==> src/rtl/rpn_stack_sequencer.sv <==
// rpn_stack_sequencer
// Owns the single port of the operand stack RAM and drives the ALU. Keypad
// pushes land on top of the stack; Enter pops b, op and (for binary ops) a,
// runs the ALU, and pushes the result back in place of the popped frame.
// Every output is a flop, so the next-state logic also computes the value
// each output must show in the state being entered.
module rpn_stack_sequencer #(
   parameter int                ADDR_W   = 13,
   parameter int                DATA_W   = 8,
   parameter int                RD_LAT   = 2,
   parameter logic [DATA_W-1:0] UNARY_OP = DATA_W'(133)
) (
   input  logic              clk,
   input  logic              rst,
   input  logic              push_valid_i,
   input  logic [DATA_W-1:0] push_data_i,
   input  logic              enter_i,
   output logic              busy_o,
   output logic [ADDR_W:0]   depth_o,
   output logic              mem_en_o,
   output logic              mem_we_o,
   output logic [ADDR_W-1:0] mem_addr_o,
   output logic [DATA_W-1:0] mem_din_o,
   input  logic [DATA_W-1:0] mem_dout_i,
   output logic              alu_start_o,
   output logic [DATA_W-1:0] alu_a_o,
   output logic [DATA_W-1:0] alu_b_o,
   output logic [DATA_W-1:0] alu_op_o,
   input  logic              alu_done_i,
   input  logic [DATA_W-1:0] alu_result_i,
   output logic              result_valid_o,
   output logic [DATA_W-1:0] result_o,
   output logic              err_underflow_o,
   output logic              err_overflow_o,
   output logic              err_drop_o
);

   localparam int SP_W  = ADDR_W + 1;
   localparam int CNT_W = (RD_LAT > 1) ? $clog2(RD_LAT) : 1;

   localparam logic [SP_W-1:0]  SP_FULL  = {1'b1, {ADDR_W{1'b0}}};
   localparam logic [SP_W-1:0]  SP_ONE   = SP_W'(1);
   localparam logic [SP_W-1:0]  SP_TWO   = SP_W'(2);
   localparam logic [CNT_W-1:0] CNT_LAST = CNT_W'(RD_LAT - 1);

   typedef enum logic [2:0] {
      S_IDLE,
      S_PUSH,
      S_RD_ISSUE,
      S_RD_WAIT,
      S_EXEC,
      S_ALU_WAIT,
      S_WRITE_BACK
   } state_t;

   // Control state
   state_t            state_q, state_d;
   logic [SP_W-1:0]   sp_q, sp_d;
   logic [1:0]        k_q, k_d;
   logic [CNT_W-1:0]  cnt_q, cnt_d;
   logic              pend_q, pend_d;
   logic [DATA_W-1:0] b_q, b_d;
   logic [DATA_W-1:0] op_q, op_d;

   // Output registers
   logic              busy_q, busy_d;
   logic              mem_en_q, mem_en_d;
   logic              mem_we_q, mem_we_d;
   logic [ADDR_W-1:0] mem_addr_q, mem_addr_d;
   logic [DATA_W-1:0] mem_din_q, mem_din_d;
   logic              alu_start_q, alu_start_d;
   logic [DATA_W-1:0] alu_a_q, alu_a_d;
   logic [DATA_W-1:0] alu_b_q, alu_b_d;
   logic [DATA_W-1:0] alu_op_q, alu_op_d;
   logic              result_valid_q, result_valid_d;
   logic [DATA_W-1:0] result_q, result_d;
   logic              err_under_q, err_under_d;
   logic              err_over_q, err_over_d;
   logic              err_drop_q, err_drop_d;

   // Stack-relative addresses; the RAM address wraps naturally at 2^ADDR_W
   logic [ADDR_W-1:0] sp_lo, addr_m1, addr_m2, addr_m3;
   logic              is_unary;

   assign sp_lo    = sp_q[ADDR_W-1:0];
   assign addr_m1  = sp_lo - ADDR_W'(1);
   assign addr_m2  = sp_lo - ADDR_W'(2);
   assign addr_m3  = sp_lo - ADDR_W'(3);
   assign is_unary = (op_q == UNARY_OP);

   // Next-state and next-output logic for the sequencer FSM
   always_comb begin
      // NOTE: every signal written here gets a default first, so no path can
      // leave one unassigned and infer a latch.
      state_d        = state_q;
      sp_d           = sp_q;
      k_d            = k_q;
      cnt_d          = cnt_q;
      pend_d         = pend_q;
      b_d            = b_q;
      op_d           = op_q;
      mem_en_d       = 1'b0;
      mem_we_d       = 1'b0;
      mem_addr_d     = mem_addr_q;
      mem_din_d      = mem_din_q;
      alu_start_d    = 1'b0;
      alu_a_d        = alu_a_q;
      alu_b_d        = alu_b_q;
      alu_op_d       = alu_op_q;
      result_valid_d = 1'b0;
      result_d       = result_q;
      err_under_d    = 1'b0;
      err_over_d     = 1'b0;
      // Requests arriving outside IDLE are lost; a latched enter is not one.
      err_drop_d     = (state_q != S_IDLE) && (push_valid_i || enter_i);

      unique case (state_q)
         S_IDLE: begin
            if (push_valid_i) begin
               // A simultaneous enter waits for the next IDLE cycle.
               if (enter_i) pend_d = 1'b1;
               if (sp_q == SP_FULL) begin
                  err_over_d = 1'b1;
               end else begin
                  state_d    = S_PUSH;
                  mem_en_d   = 1'b1;
                  mem_we_d   = 1'b1;
                  mem_addr_d = sp_lo;
                  mem_din_d  = push_data_i;
               end
            end else if (enter_i || pend_q) begin
               pend_d = 1'b0;
               if (sp_q < SP_TWO) begin
                  err_under_d = 1'b1;
               end else begin
                  k_d        = 2'd0;
                  state_d    = S_RD_ISSUE;
                  mem_en_d   = 1'b1;
                  mem_addr_d = addr_m1;
               end
            end
         end

         S_PUSH: begin
            sp_d    = sp_q + SP_ONE;
            state_d = S_IDLE;
         end

         S_RD_ISSUE: begin
            cnt_d   = '0;
            state_d = S_RD_WAIT;
         end

         S_RD_WAIT: begin
            if (cnt_q != CNT_LAST) begin
               cnt_d = cnt_q + CNT_W'(1);
            end else begin
               unique case (k_q)
                  2'd0: begin
                     b_d        = mem_dout_i;
                     k_d        = 2'd1;
                     state_d    = S_RD_ISSUE;
                     mem_en_d   = 1'b1;
                     mem_addr_d = addr_m2;
                  end
                  2'd1: begin
                     op_d = mem_dout_i;
                     if (mem_dout_i == UNARY_OP) begin
                        state_d     = S_EXEC;
                        alu_start_d = 1'b1;
                        alu_a_d     = '0;
                        alu_b_d     = b_q;
                        alu_op_d    = mem_dout_i;
                     end else if (sp_q == SP_TWO) begin
                        // Only reads have happened, so the stack is intact.
                        err_under_d = 1'b1;
                        state_d     = S_IDLE;
                     end else begin
                        k_d        = 2'd2;
                        state_d    = S_RD_ISSUE;
                        mem_en_d   = 1'b1;
                        mem_addr_d = addr_m3;
                     end
                  end
                  default: begin
                     state_d     = S_EXEC;
                     alu_start_d = 1'b1;
                     alu_a_d     = mem_dout_i;
                     alu_b_d     = b_q;
                     alu_op_d    = op_q;
                  end
               endcase
            end
         end

         S_EXEC: begin
            state_d = S_ALU_WAIT;
         end

         S_ALU_WAIT: begin
            if (alu_done_i) begin
               state_d        = S_WRITE_BACK;
               mem_en_d       = 1'b1;
               mem_we_d       = 1'b1;
               mem_addr_d     = is_unary ? addr_m2 : addr_m3;
               mem_din_d      = alu_result_i;
               result_valid_d = 1'b1;
               result_d       = alu_result_i;
            end
         end

         S_WRITE_BACK: begin
            // Frame of n entries collapses to the single result: sp - n + 1.
            sp_d    = is_unary ? (sp_q - SP_ONE) : (sp_q - SP_TWO);
            state_d = S_IDLE;
         end

         default: begin
            state_d = S_IDLE;
         end
      endcase

      busy_d = (state_d != S_IDLE);
   end

   // Control registers; reset empties the stack logically via sp
   always_ff @(posedge clk or negedge rst) begin
      // NOTE: the stack RAM lives outside and is never cleared; sp=0 alone
      // makes its old contents unreachable, so only pointers and flags reset.
      if (!rst) begin
         state_q <= S_IDLE;
         sp_q    <= '0;
         k_q     <= '0;
         cnt_q   <= '0;
         pend_q  <= 1'b0;
         b_q     <= '0;
         op_q    <= '0;
      end else begin
         // NOTE: non-blocking assignments so every flop samples the values
         // from before this edge, independent of statement order.
         state_q <= state_d;
         sp_q    <= sp_d;
         k_q     <= k_d;
         cnt_q   <= cnt_d;
         pend_q  <= pend_d;
         b_q     <= b_d;
         op_q    <= op_d;
      end
   end

   // Output registers, loaded with the values for the state being entered
   always_ff @(posedge clk or negedge rst) begin
      if (!rst) begin
         busy_q         <= 1'b0;
         mem_en_q       <= 1'b0;
         mem_we_q       <= 1'b0;
         mem_addr_q     <= '0;
         mem_din_q      <= '0;
         alu_start_q    <= 1'b0;
         alu_a_q        <= '0;
         alu_b_q        <= '0;
         alu_op_q       <= '0;
         result_valid_q <= 1'b0;
         result_q       <= '0;
         err_under_q    <= 1'b0;
         err_over_q     <= 1'b0;
         err_drop_q     <= 1'b0;
      end else begin
         busy_q         <= busy_d;
         mem_en_q       <= mem_en_d;
         mem_we_q       <= mem_we_d;
         mem_addr_q     <= mem_addr_d;
         mem_din_q      <= mem_din_d;
         alu_start_q    <= alu_start_d;
         alu_a_q        <= alu_a_d;
         alu_b_q        <= alu_b_d;
         alu_op_q       <= alu_op_d;
         result_valid_q <= result_valid_d;
         result_q       <= result_d;
         err_under_q    <= err_under_d;
         err_over_q     <= err_over_d;
         err_drop_q     <= err_drop_d;
      end
   end

   assign busy_o          = busy_q;
   assign depth_o         = sp_q;
   assign mem_en_o        = mem_en_q;
   assign mem_we_o        = mem_we_q;
   assign mem_addr_o      = mem_addr_q;
   assign mem_din_o       = mem_din_q;
   assign alu_start_o     = alu_start_q;
   assign alu_a_o         = alu_a_q;
   assign alu_b_o         = alu_b_q;
   assign alu_op_o        = alu_op_q;
   assign result_valid_o  = result_valid_q;
   assign result_o        = result_q;
   assign err_underflow_o = err_under_q;
   assign err_overflow_o  = err_over_q;
   assign err_drop_o      = err_drop_q;

endmodule

==> config.mk <==
export PLATFORM = sky130hd
export DESIGN_NAME = rpn_stack_sequencer
export DESIGN_NICKNAME = d
export VERILOG_FILES = /design/src/rtl/rpn_stack_sequencer.sv
export SDC_FILE = /design/constraint.sdc
export NUM_CORES = 1
export LEC_CHECK = 0
export CORE_ASPECT_RATIO = 1.5
export CORE_MARGIN = 2
export CORE_UTILIZATION = 42
export CTS_CLUSTER_SIZE = 14
export DETAILED_ROUTE_END_ITERATION = 8
export DONT_BUFFER_PORTS = 1
export PLACE_DENSITY = 0.67
export SYNTH_ARGS = -nofsm -noshare
export SYNTH_HDL_FRONTEND = slang
export SYNTH_SLANG_ARGS = --single-unit
==> constraint.sdc <==
create_clock -name clk -period 2.5 [get_ports clk]
set_input_delay 0.5 -clock clk [delete_from_list [all_inputs] [get_ports clk]]
set_output_delay 0.5 -clock clk [all_outputs]
set_load 0.01 [all_outputs]
==> impl_metrics.yaml, run 1 <==
sta:
  fin_crit_sh_pct: 92.3
  max_freq_mhz: 434
  setup_viol: 0
  rsz0062_at_grt: "no"
  slew_violations: 0
  worstMarginPinSlew_ns: 0.652
  fin_crit_ns: 2.31
  setup-tns-final_ns: 0
  max_slew_margin_pct: 56.6
  hold_ws_ns: -0.158
  hold_viol_final: 98
  fin_skew_ns: 0.0120
finish:
  final_common_cell: "dfrtp_1"
  final_nets: 608
  layout_common_cells: "98 x dfrtp_1, 87 x nand2_1, 58 x nor2_1, 41 x buf_4, 31 x a31oi_1"
  antenna_cells: 0
  area_growth_pct: 12.4
  drive_above_1_share_pct: 18.3
global_routing:
  gr-total-overflow: 0
  track_usage_pct: 22.8
  grt_max_degree: 99
  antenna_found_initial: 0
  grt_pass1_wl_um: 23500
  grt_pass1_vias: 4340
detailed_routing:
  num_vias: 4304
  drtIter0Drc: 229
  drc: 0
  ant_nets: 0
  dr.pass1.iters: 5
  wirelength_um: 15000
  via_per_inst: 5.90
  wire_per_inst_um: 20.6
placed_design:
  portBuffers: 0
  gp_congestion: 1.02
  hpwl_um: 11300
clocking:
  cts.clk_slew.worst_paths_ns: 0.07
  post_cts_resized: 0
  postCtsSetupBuffers: 0
  htree_levels: 3
  cts.sinks: 98
  cts_buffer_depth: 2
  clock-root-buffer: "clkbuf_16"
  cts_tree: "yes"
  insertion_delay_ns: 0.35
  numCtsBuffers: 9
floorplanning:
  initial_core_util_pct: 42.5
  dieHeight_um: 141
  pin_count: 104
  die_area_um2: 13500
  die_w_um: 95.4
  num_rows: 50
  core_um2: 12400
setup_path:
  criticalPathCategory: "flip-flop to flip-flop"
  reg2reg_depth: 7
  r2r_slack_ns: 0.19
  critPathLaunch: "depth_o[5]"
  arrival_ns: 2.52
  setup.worst_path.start_class: "flip-flop"
  r2r-end: "mem_addr_o[1]"
  required_ns: 2.72
  r2r-start: "depth_o[5]"
  path_max_fanout: 27
  cp-end-kind: "flip-flop"
run_status:
  status: "complete, but fails checks"
  violations: "hold timing"
synth:
  synth.ff_latch_count: 98
  synth_area_um2: 5270
  postSynth.asyncResetShare_pct: 100
  ys_seq_area_share_pct: 46.6
  synthCells: 547
  syn_nets: 587
  synth_cell_types: 81
  syn_avg_cell_area_um2: 9.63
  yosys_warnings: 0
  synth-edff-count: 0
  ys.flop_type: "dfrtp_1"
min_path:
  min_path_type: "primary input to asynchronous set/reset pin"
power_and_ir_drop:
  vdd_drop_max_v: 0.000367
  powerDensity_nw_per_um2: 1110
  leakage_nw: 2.58
run:
  drv_cap: 0
area by class of cell:
class,count,area [um^2]
timing repair buffer,42,328
tap,156,195
inverter,13,53.8
clock inverter,7,70.1
clock buffer,9,225
multi-input combinational,404,2590
sequential,98,2450
fill,1183,6470
synthesized netlist by cell type, drive strengths merged, types with 2 or more instances:
master | number | share of area, %
dfrtp | 98 | 47
nand2 | 89 | 6.5
nor2 | 59 | 4.3
a31oi | 32 | 3.9
a21oi | 26 | 2.5
mux2 | 25 | 5.3
buf | 22 | 2.4
xnor2 | 14 | 2.3
nor3 | 13 | 1.6
o21ai | 13 | 1.2
inv | 12 | 0.86
ha | 11 | 2.6
clkbuf | 10 | 0.76
a32o | 8 | 1.5
nand3 | 8 | 0.76
and2 | 6 | 0.71
a211oi | 5 | 0.81
and3 | 5 | 0.59
nor2b | 5 | 0.59
nor4 | 5 | 0.59
o22ai | 5 | 0.59
or3 | 5 | 0.69
xor2 | 5 | 0.83
a32oi | 4 | 0.67
and4 | 4 | 0.67
or2 | 4 | 0.48
a21boi | 3 | 0.43
a22oi | 3 | 0.43
and3b | 3 | 0.50
nand2b | 3 | 0.36
o211ai | 3 | 0.52
o32a | 3 | 0.57
a211o | 2 | 0.33
a21o | 2 | 0.29
a31o | 2 | 0.33
nand4 | 2 | 0.52
nand4b | 2 | 0.33
nor4b | 2 | 0.62
state kept, by name, summed over array words and instances, names as in the netlist:
signal / count
state_q: 3
op_q: 8
busy_o: 1
alu_b_o: 8
depth_o: 14
alu_a_o: 8
mem_we_o: 1
err_underflow_o: 1
mem_en_o: 1
k_q: 2
cnt_q: 1
mem_addr_o: 13
err_drop_o: 1
alu_op_o: 8
err_overflow_o: 1
pend_q: 1
mem_din_o: 8
result_valid_o: 1
b_q: 8
alu_start_o: 1
result_o: 8
routing by layer:
layer	share of wire, %	global-route usage, %	vias to the layer above
li1	-	-	2000
met1	37	24.6	2097
met2	53	40.9	166
met3	5.9	5.40	41
met4	4.3	11.1	0
met5	0	0	-
how the worst max path moves through the flow:
stage	endpoint	slack, ns	depth (start not counted)
4_1_cts	mem_addr_o[8]	0.24	7
3_3_place_gp	mem_addr_o[7]	0.27	6
2_1_floorplan	mem_addr_o[5]	0.38	8
5_1_grt	mem_addr_o[7]	0.01	6
6_report	mem_addr_o[1]	0.19	7
3_5_place_dp	mem_addr_o[7]	0.23	6
per-stage QoR:
step	utilization, %	std cells	cell area, um^2	power (mW)	setup WS [ns]
after global placement	45.4	713	5620	5.12	0.267
after floorplan	-	547	5270	4.29	0.382
final	47.8	729	5920	6.55	0.194
after CTS	47.8	729	5920	6.56	0.237
after detailed placement	45.4	713	5620	5.18	0.231
after global routing	47.8	729	5920	6.93	0.0149
logic make-up (layout without fill, tap and decap cells):
family	count (synthesis)	after routing	synth area share, %
muxes	26	26	5.54
AOI/OAI and AO/OA	126	126	16.8
buffers and inverters	45	71	4.13
DFF	98	98	46.6
xor gates and xnor gates	19	19	3.16
and+or+nand+nor	222	222	21.2
adders and majority gates	11	11	2.61
worst max-delay path, stage by stage (launching register included):
cell and delay (ns):
dfrtp_1 0.40, nor3_1 0.53, nand3_1 0.33, o211ai_2 0.38, nand4_4 0.15, buf_12 0.19
nor2_1 0.12, a31oi_1 0.07
report_power, final:
part           internal (mW)  switching (mW)  total (mW)
sequential              2.09           0.598        2.69
combinational           1.05            1.44        2.48
clock                  0.702           0.669        1.37
Power figures use the tool's default switching activity.
==> inputs of run 2 (changes only) <==
Clock period 2.5 ns to 2.8 ns, I/O delays scaled along.
==> run 2 against run 1 <==
The flow still finishes with violations (hold timing). Core utilization decreased by 0.91 points. Sequential power shrank 8.6%. Via count shrank 0.98%. Non-clock buffer count fell by 15. Highest routed layer unchanged.
==> impl_metrics.yaml, run 2 (synthesis gave the netlist of run 1 again) <==
run_status:
  status: "complete, but fails checks"
  violations: "hold timing"
sta:
  worst_slack_ns: 0.284
  rsz0062_at_grt: "no"
  hold_viol_final: 98
  worstMarginPinSlew_ns: 0.735
  max_slew_margin_pct: 50.8
  setup_viol: 0
  slew_violations: 0
  max_freq_mhz: 397
  fin_crit_sh_pct: 89.9
  hold_ws_ns: -0.0979
  setup-tns-final_ns: 0
  fin_crit_ns: 2.52
  fin_skew_ns: 0.00915
finish:
  fin_util_pct: 46.9
  final_common_cell: "dfrtp_1"
  drive_above_1_share_pct: 16.1
  largest_register_ffs: 14
  antenna_cells: 0
  layout_common_cells: "98 x dfrtp_1, 87 x nand2_1, 58 x nor2_1, 31 x a31oi_1, 27 x buf_4"
  fin_area_um2: 5810
  fin_cells: 714
  area_growth_pct: 10.3
  final_nets: 593
  fill_cells: 1222
placed_design:
  placed_cells: 698
  portBuffers: 0
  hpwl_um: 11100
  placed_area_um2: 5500
  gp_congestion: 0.925
  dpl_worst_slack_ns: 0.325
clocking:
  numCtsBuffers: 9
  htree_levels: 3
  cts.clk_slew.worst_paths_ns: 0.07
  clock-root-buffer: "clkbuf_16"
  postCtsSetupBuffers: 0
  cts.sinks: 98
  cts_tree: "yes"
  cts_buffer_depth: 2
  insertion_delay_ns: 0.35
  post_cts_resized: 0
global_routing:
  grt_max_degree: 99
  grt_pass1_vias: 4271
  grt_pass1_wl_um: 23500
  antenna_found_initial: 0
  gr-total-overflow: 0
  track_usage_pct: 22.9
power_and_ir_drop:
  powerDensity_nw_per_um2: 992
  fin_total_pwr_mw: 5.76
  vdd_drop_max_v: 0.000316
  leakage_nw: 2.51
detailed_routing:
  wirelength_um: 14900
  ant_nets: 0
  drtIter0Drc: 279
  drc: 0
  num_vias: 4262
  wire_per_inst_um: 20.9
  dr.pass1.iters: 6
  via_per_inst: 5.97
floorplanning:
  die_area_um2: 13500
  core_um2: 12400
  die_w_um: 95.4
  pin_count: 104
  dieHeight_um: 141
  initial_core_util_pct: 42.5
  num_rows: 50
min_path:
  min_path_type: "primary input to asynchronous set/reset pin"
setup_path:
  arrival_ns: 2.75
  setup.worst_path.start_class: "flip-flop"
  slowest_stage: "nor3_1"
  criticalPathCategory: "flip-flop to flip-flop"
  cp-end-kind: "flip-flop"
  crit_family: "simple AND/OR/NAND/NOR gates"
  crit_buf_inv: 0
  required_ns: 3.04
  path_max_fanout: 27
  crit_chain: "nor3_1 > nand3_1 > o211ai_2 > nand4_4 > a31o_2"
  max_stage_delay_ns: 0.53
  r2r_slack_ns: 0.28
run:
  drv_cap: 0
## run 2: worst reg2reg max path, stage by stage, from the launching register on
cell and delay (ns):
dfrtp_1 0.52, nor3_1 0.53, nand3_1 0.30, o211ai_2 0.35
nand4_4 0.37, a31o_2 0.34
## run 2: final timing paths
path / cells after the start / endpoint / start
max in group asynchronous: 0 / depth_o[1] / rst
worst max-delay path: 5 / mem_addr_o[6] / depth_o[9]
worst min register to register: 2 / alu_b_o[1] / b_q[1]
worst min-delay path: 0 / result_valid_o / rst
min in group clk: 2 / err_drop_o / enter_i
worst max register to register: 5 / mem_addr_o[6] / depth_o[9]
## run 2: per-layer routing
layer / GRT usage (%) / routed length [um]
met5: 0 / 0
met4: 12.3 / 814
met3: 5.02 / 861
met2: 40.1 / 7890
met1: 25.1 / 5330
## run 2: where the power goes
part | internal (mW) | leakage (nW) | switching (mW)
clock network | 0.711 | 0.150 | 0.587
registers | 1.87 | 1.25 | 0.593
logic | 0.819 | 1.11 | 1.19
total | 3.40 | 2.51 | 2.37
## run 2: cell type report
type                            count  area (um^2)  share of cell area [%]
Timing Repair Buffer               27          203                    3.49
Inverter                           13         53.8                   0.927
Clock inverter                      7         82.6                    1.42
Clock buffer                        9          225                    3.88
Tap cell                          156          195                    3.36
Multi-Input combinational cell    404         2590                    44.7
Sequential cell                    98         2450                    42.2
